## src/rtl/atm_fsm_if.sv

```systemverilog
// Front-end bus of the ATM controller: menu/status inputs and the state outputs.
interface atm_fsm_if;
   logic [1:0]  usr_input;
   logic [3:0]  status_code;
   logic [15:0] current_state;
   logic [3:0]  input_style_out;
   logic [15:0] state_led;

   modport master (
      output usr_input, status_code,
      input  current_state, input_style_out, state_led
   );

   modport slave (
      input  usr_input, status_code,
      output current_state, input_style_out, state_led
   );
endinterface

```

## src/rtl/atm_fsm.sv

```systemverilog
// ATM session controller: edge-detected status/selection events drive a 16-state Moore FSM.
// Define ATM_FSM_TIMEOUT_EN to add the idle timeout that returns to IDLE after TIMEOUT_CYCLES.
module atm_fsm #(
   parameter int unsigned TIMEOUT_CYCLES = 1024
) (
   input  logic       clk,
   input  logic       rst_n,
   atm_fsm_if.slave   bus
);

   typedef enum logic [3:0] {
      S_IDLE       = 4'd0,
      S_ACC_CHECK  = 4'd1,
      S_PIN_INPUT  = 4'd2,
      S_MENU       = 4'd3,
      S_BALANCE    = 4'd4,
      S_CONV_INPUT = 4'd5,
      S_CONV_CHECK = 4'd6,
      S_CONV_DONE  = 4'd7,
      S_WD_INPUT   = 4'd8,
      S_WD_CHECK   = 4'd9,
      S_WD_DONE    = 4'd10,
      S_TR_ACC     = 4'd11,
      S_TR_AMT     = 4'd12,
      S_TR_CHECK   = 4'd13,
      S_TR_DONE    = 4'd14,
      S_FAIL       = 4'd15
   } state_t;

   localparam logic [3:0] ACC_FOUND      = 4'd1;
   localparam logic [3:0] ACC_NOT_FOUND  = 4'd2;
   localparam logic [3:0] PIN_CORRECT    = 4'd3;
   localparam logic [3:0] PIN_INCORRECT  = 4'd4;
   localparam logic [3:0] AMT_VALID      = 4'd5;
   localparam logic [3:0] AMT_INVALID    = 4'd6;
   localparam logic [3:0] EXIT           = 4'd7;
   localparam logic [3:0] INPUT_COMPLETE = 4'd8;

   if (TIMEOUT_CYCLES == 0) begin : g_cfg_check
      $error("atm_fsm: TIMEOUT_CYCLES must be nonzero");
   end

   state_t      state, state_nx;
   logic [3:0]  status_q;
   logic [1:0]  usr_q;
   logic [15:0] led_q, led_nx;
   logic [3:0]  style_q, style_nx;
   logic [3:0]  code;
   logic        status_ev, sel_ev, timeout;

   assign code      = bus.status_code;
   assign status_ev = (code != '0) && (code != status_q);
   assign sel_ev    = (bus.usr_input != usr_q);

`ifdef ATM_FSM_TIMEOUT_EN
   localparam int unsigned CNT_W = $clog2(TIMEOUT_CYCLES + 1);
   logic [CNT_W-1:0] idle_cnt;

   // The cycle that would be the TIMEOUT_CYCLES-th event-free one forces IDLE.
   assign timeout = !(status_ev || sel_ev) && (state != S_IDLE) &&
                    (idle_cnt == CNT_W'(TIMEOUT_CYCLES - 1));

   always_ff @(posedge clk or negedge rst_n) begin
      if (!rst_n)
         idle_cnt <= '0;
      else if (status_ev || sel_ev || state == S_IDLE || timeout)
         idle_cnt <= '0;
      else
         idle_cnt <= idle_cnt + 1'b1;
   end
`else
   assign timeout = 1'b0;
`endif

   always_comb begin
      state_nx = state;
      if (status_ev && code == EXIT) begin
         if (state == S_IDLE || state == S_ACC_CHECK || state == S_PIN_INPUT || state == S_MENU)
            state_nx = S_IDLE;
         else
            state_nx = S_MENU;
      end else begin
         unique case (state)
            S_IDLE:
               if (status_ev && code == INPUT_COMPLETE) state_nx = S_ACC_CHECK;
            S_ACC_CHECK: begin
               if (status_ev && code == ACC_FOUND)     state_nx = S_PIN_INPUT;
               if (status_ev && code == ACC_NOT_FOUND) state_nx = S_IDLE;
            end
            S_PIN_INPUT: begin
               if (status_ev && code == PIN_CORRECT)   state_nx = S_MENU;
               if (status_ev && code == PIN_INCORRECT) state_nx = S_IDLE;
            end
            S_MENU:
               if (sel_ev || (status_ev && code == INPUT_COMPLETE)) begin
                  unique case (bus.usr_input)
                     2'd0: state_nx = S_BALANCE;
                     2'd1: state_nx = S_CONV_INPUT;
                     2'd2: state_nx = S_WD_INPUT;
                     2'd3: state_nx = S_TR_ACC;
                  endcase
               end
            S_CONV_INPUT:
               if (status_ev && code == INPUT_COMPLETE) state_nx = S_CONV_CHECK;
            S_WD_INPUT:
               if (status_ev && code == INPUT_COMPLETE) state_nx = S_WD_CHECK;
            S_TR_AMT:
               if (status_ev && code == INPUT_COMPLETE) state_nx = S_TR_CHECK;
            S_CONV_CHECK: begin
               if (status_ev && code == AMT_VALID)   state_nx = S_CONV_DONE;
               if (status_ev && code == AMT_INVALID) state_nx = S_FAIL;
            end
            S_WD_CHECK: begin
               if (status_ev && code == AMT_VALID)   state_nx = S_WD_DONE;
               if (status_ev && code == AMT_INVALID) state_nx = S_FAIL;
            end
            S_TR_CHECK: begin
               if (status_ev && code == AMT_VALID)   state_nx = S_TR_DONE;
               if (status_ev && code == AMT_INVALID) state_nx = S_FAIL;
            end
            S_TR_ACC: begin
               if (status_ev && code == ACC_FOUND)     state_nx = S_TR_AMT;
               if (status_ev && code == ACC_NOT_FOUND) state_nx = S_FAIL;
            end
            default: state_nx = state;
         endcase
      end
      if (timeout)
         state_nx = S_IDLE;
   end

   // Moore outputs are decoded from the next state so they register alongside it.
   always_comb begin
      led_nx = 16'd1 << state_nx;
      unique case (state_nx)
         S_IDLE:                           style_nx = 4'd1;
         S_PIN_INPUT:                      style_nx = 4'd2;
         S_MENU:                           style_nx = 4'd3;
         S_CONV_INPUT, S_WD_INPUT, S_TR_AMT: style_nx = 4'd4;
         S_TR_ACC:                         style_nx = 4'd5;
         default:                          style_nx = 4'd0;
      endcase
   end

   always_ff @(posedge clk or negedge rst_n) begin
      if (!rst_n) begin
         state    <= S_IDLE;
         status_q <= '0;
         usr_q    <= '0;
         led_q    <= 16'h0001;
         style_q  <= 4'd1;
      end else begin
         state    <= state_nx;
         status_q <= code;
         usr_q    <= bus.usr_input;
         led_q    <= led_nx;
         style_q  <= style_nx;
      end
   end

   assign bus.current_state   = {12'd0, state};
   assign bus.state_led       = led_q;
   assign bus.input_style_out = style_q;

endmodule

```

## src/flat_wrapper.sv

```systemverilog
// flat-port wrapper written by rule: the top's interface ports become plain ports
module atm_fsm_flat 
#(
   parameter int unsigned TIMEOUT_CYCLES = 1024
)
  (clk, rst_n, bus_usr_input, bus_status_code, bus_current_state, bus_input_style_out, bus_state_led);
  atm_fsm_if bus_i ();
  input  logic clk;
  input  logic rst_n;
  input wire logic [$bits(bus_i.usr_input)-1:0] bus_usr_input;
  input wire logic [$bits(bus_i.status_code)-1:0] bus_status_code;
  output wire logic [$bits(bus_i.current_state)-1:0] bus_current_state;
  output wire logic [$bits(bus_i.input_style_out)-1:0] bus_input_style_out;
  output wire logic [$bits(bus_i.state_led)-1:0] bus_state_led;
  assign bus_i.usr_input = bus_usr_input;
  assign bus_i.status_code = bus_status_code;
  assign bus_current_state = bus_i.current_state;
  assign bus_input_style_out = bus_i.input_style_out;
  assign bus_state_led = bus_i.state_led;
  atm_fsm #(.TIMEOUT_CYCLES(TIMEOUT_CYCLES)) u_core (.clk(clk), .rst_n(rst_n), .bus(bus_i));
endmodule
```

## config.mk

```make
export PLATFORM = sky130hd
export DESIGN_NAME = atm_fsm_flat
export DESIGN_NICKNAME = d
export VERILOG_FILES = /design/src/rtl/atm_fsm_if.sv /design/src/rtl/atm_fsm.sv /design/src/flat_wrapper.sv
export SDC_FILE = /design/constraint.sdc
export NUM_CORES = 1
export LEC_CHECK = 0
export CORE_ASPECT_RATIO = 1.75
export CORE_MARGIN = 2
export CORE_UTILIZATION = 60
export DETAILED_ROUTE_END_ITERATION = 8
export DONT_BUFFER_PORTS = 1
export PLACE_DENSITY_LB_ADDON = 0.1
export SYNTH_ARGS = -nofsm -noshare
export SYNTH_HDL_FRONTEND = slang
export SYNTH_SLANG_ARGS = --single-unit
```

## constraint.sdc

```tcl
create_clock -name clk -period 2.4 [get_ports clk]
set_input_delay 0.24 -clock clk [delete_from_list [all_inputs] [get_ports clk]]
set_output_delay 0.24 -clock clk [all_outputs]
set_load 0.005 [all_outputs]
```

==> qor.csv <==
metric,value,unit
DRC Markers,0,
1st-iter DRT viols,70,
chip width,44.5,um
Syn Inst Count,176,
CP arrival,2.48,ns
cells along the critical path,xnor2_2 -> and4_1 -> o41ai_1 -> and4_4 -> a22o_4 -> inv_4 -> nor4_2 -> a31o_1,
"top cells by count, synth","dfrtp_1 (27), nor2_1 (19), buf_4 (13), nand2_1 (13), inv_1 (9)",
Die H,74.9,um
fmax,441,MHz
skew final,0.00210,ns
DR vias,1398,
most common cell in the netlist,dfrtp_1,
Worst R2R Path Depth,8,
largest net degree at the start of global routing,30,
Crit path required time,2.62,ns
Critical R2R Launch,u_core.status_q[3],
Num Clock Sinks,29,
routability cong.,1.04,
crit-path max FO,6,
synthesis-stage register bit count,29,
Worst Hold End,u_core.bus.state_led[5],
Nets,201,
Post-DP HPWL,3.23,mm
run status,"finished, final reports clean",
hold_sp,bus_usr_input[1],
Buffers on Ports,0,
final hold slack,0.391,ns
Ant. Diodes,0,
CTS tree,yes,
DRT Wirelength,4.29,mm
Final Hold Viols,0,
filler instances,211,
H-tree levels,2,
drt wl/cell,19.4,um
Worst Setup Path Type,flop to flop,
unrepaired setup endpoints after global routing,true,
Max VDD drop,0.883,mV
setup ws final,0.133,ns
vias per cell,6.33,
count of different cell masters after synthesis,55,
Hold Crit Class,input port to flop,
CP endpoint kind,flop,
Fin Setup TNS,0,ns
"area leader, netlist",dfrtp_1,
Post-Layout Cell Count,221,
die area,3330,um^2
Tcrit/Tclk final,94.4,%
clock root buffer,clkbuf_8,
core area,2720,um^2
Placed Instances,204,
slowest library cell on the worst path,o41ai_1,
Reg area,728,um^2
asr flop ratio synth,100,%
Post-synth EDFFs,0,
"Top FF cell, synth",dfrtp_1,
Num CTS Buffers,5,
GR Overflow Total,0,
Worst-path clk slew,0.06,ns
vias in the first global route,1414,
final slew viol count,0,
final setup vio count,0,
max incr delay on CP,0.47,ns
post-route ant nets,0,
Power Dens Cells,1140,nW/um^2
Ports,44,
GRT Util Overall,28.9,%
deepest clock path buffer count,2,
total power,2250,uW
Mapped Area,1720,um^2
layout cells sized above 1,23.2,%
Synth top area share,39.2,%
initial antenna violation count,0,
dpl ws,0.0974,ns
1st-pass router iterations,5,
max cap viols,0,
Layout area overhead,14.2,%
# rows,25,
Leakage,0.000884,uW
Reg2Reg Setup Slack,0.13,ns
area occupied by multi-input gates,898,um^2
min Tclk post-route,2.27,ns
Hold Crit Depth,3,
Initial Util,63.3,%
top post-synthesis cells by area,"dfrtp_1 (39%), buf_4 (5.7%), nor2_1 (4.1%)",
Yosys warnings,0,
Synth Area per Inst,9.78,um^2
Worst setup SP type,flop,
worst reg2reg path endpoint,u_core.bus.input_style_out[2],
worst skew pair latency,0.28,ns
sequential element share of the synthesized area,42.3,%
global-route wire length before repair,6.90,mm
[stage by stage]
stage	instance area (um^2)	util, %
global route	1970	72.2
floorplan	1770	-
global placement	1740	63.8
finish	1970	72.2
detailed placement	1740	63.8
CTS	1910	70.3
[where the power goes]
group	total [uW]	internal, uW	switching, uW
Sequential	748	632	116
Combinational	1120	441	675
Clock	383	199	184
Total	2250	1270	974
[placed cells by master, fill, tap and decap left out, types with 5 or more instances in the layout]
| cell | synthesis | routed |
|---|---|---|
| dfrtp_1 | 27 | 27 |
| nor2_1 | 19 | 19 |
| conb_1 | 1 | 13 |
| nand2_1 | 13 | 12 |
| buf_4 | 13 | 11 |
| inv_1 | 9 | 9 |
| nor3_1 | 8 | 7 |
| dlygate4sd3_1 | 0 | 7 |
| o21ai_0 | 5 | 5 |
| nand3_1 | 5 | 5 |
| clkbuf_8 | 0 | 5 |
[state kept, by name, summed over array words and instances (netlist names)]
register	cells
u_core.status_q	4
u_core.usr_q	2
u_core.state	4
u_core.bus.input_style_out	3
u_core.bus.state_led	16
[cell families after synthesis]
kind of cell / Yosys count / share of synthesized area (%)
xor gates and xnor gates: 7 / 4.00
and+or+nand+nor: 72 / 25.1
AOI/OAI and AO/OA: 34 / 17.2
DFF: 29 / 42.3
other: 1 / 0.218
muxes: 1 / 0.581
buffers and inverters: 32 / 10.6
[timing repair]
item                                   CTS  global route
setup buffers                            0             1
endpoints found under the hold margin   35             0
setup endpoints to repair                0            15
resized for setup                        0             8
hold buffers                             8             0
[area by class of cell]
cell class	count	share of cell area [%]
Clock inverter	3	0.891
Inverter	11	2.36
Sequential cell	29	37.0
Tap cell	27	1.72
Multi-Input combinational cell	127	45.7
Timing Repair Buffer	19	8.78
Clock buffer	5	3.50
[routing by layer]
metal	part of all wire (%)	global-route usage, %
met4	3.4	14.8
met5	0	0
met2	60	54.3
met1	33	28.8
met3	3.3	5.28
[critical path: cells and delay by family, from the launching register on]
kind,cells,cell delay [ns]
simple gates,3,0.81
compound gates,3,0.77
flops,1,0.40
xor+xnor,1,0.17
buf+inv,1,0.06
[worst max-delay path by stage]
stage                             from                             to  slack [ns]
floorplan              u_core.state[2]  u_core.bus.input_style_out[0]        0.27
global placement    u_core.status_q[2]  u_core.bus.input_style_out[2]        0.13
detailed placement  u_core.status_q[2]        u_core.bus.state_led[6]         0.1
CTS                 u_core.status_q[1]        u_core.bus.state_led[6]        0.08
global route        u_core.status_q[2]        u_core.bus.state_led[9]       -0.02
finish              u_core.status_q[3]  u_core.bus.input_style_out[2]        0.13
(Power assumes the default switching activity.)
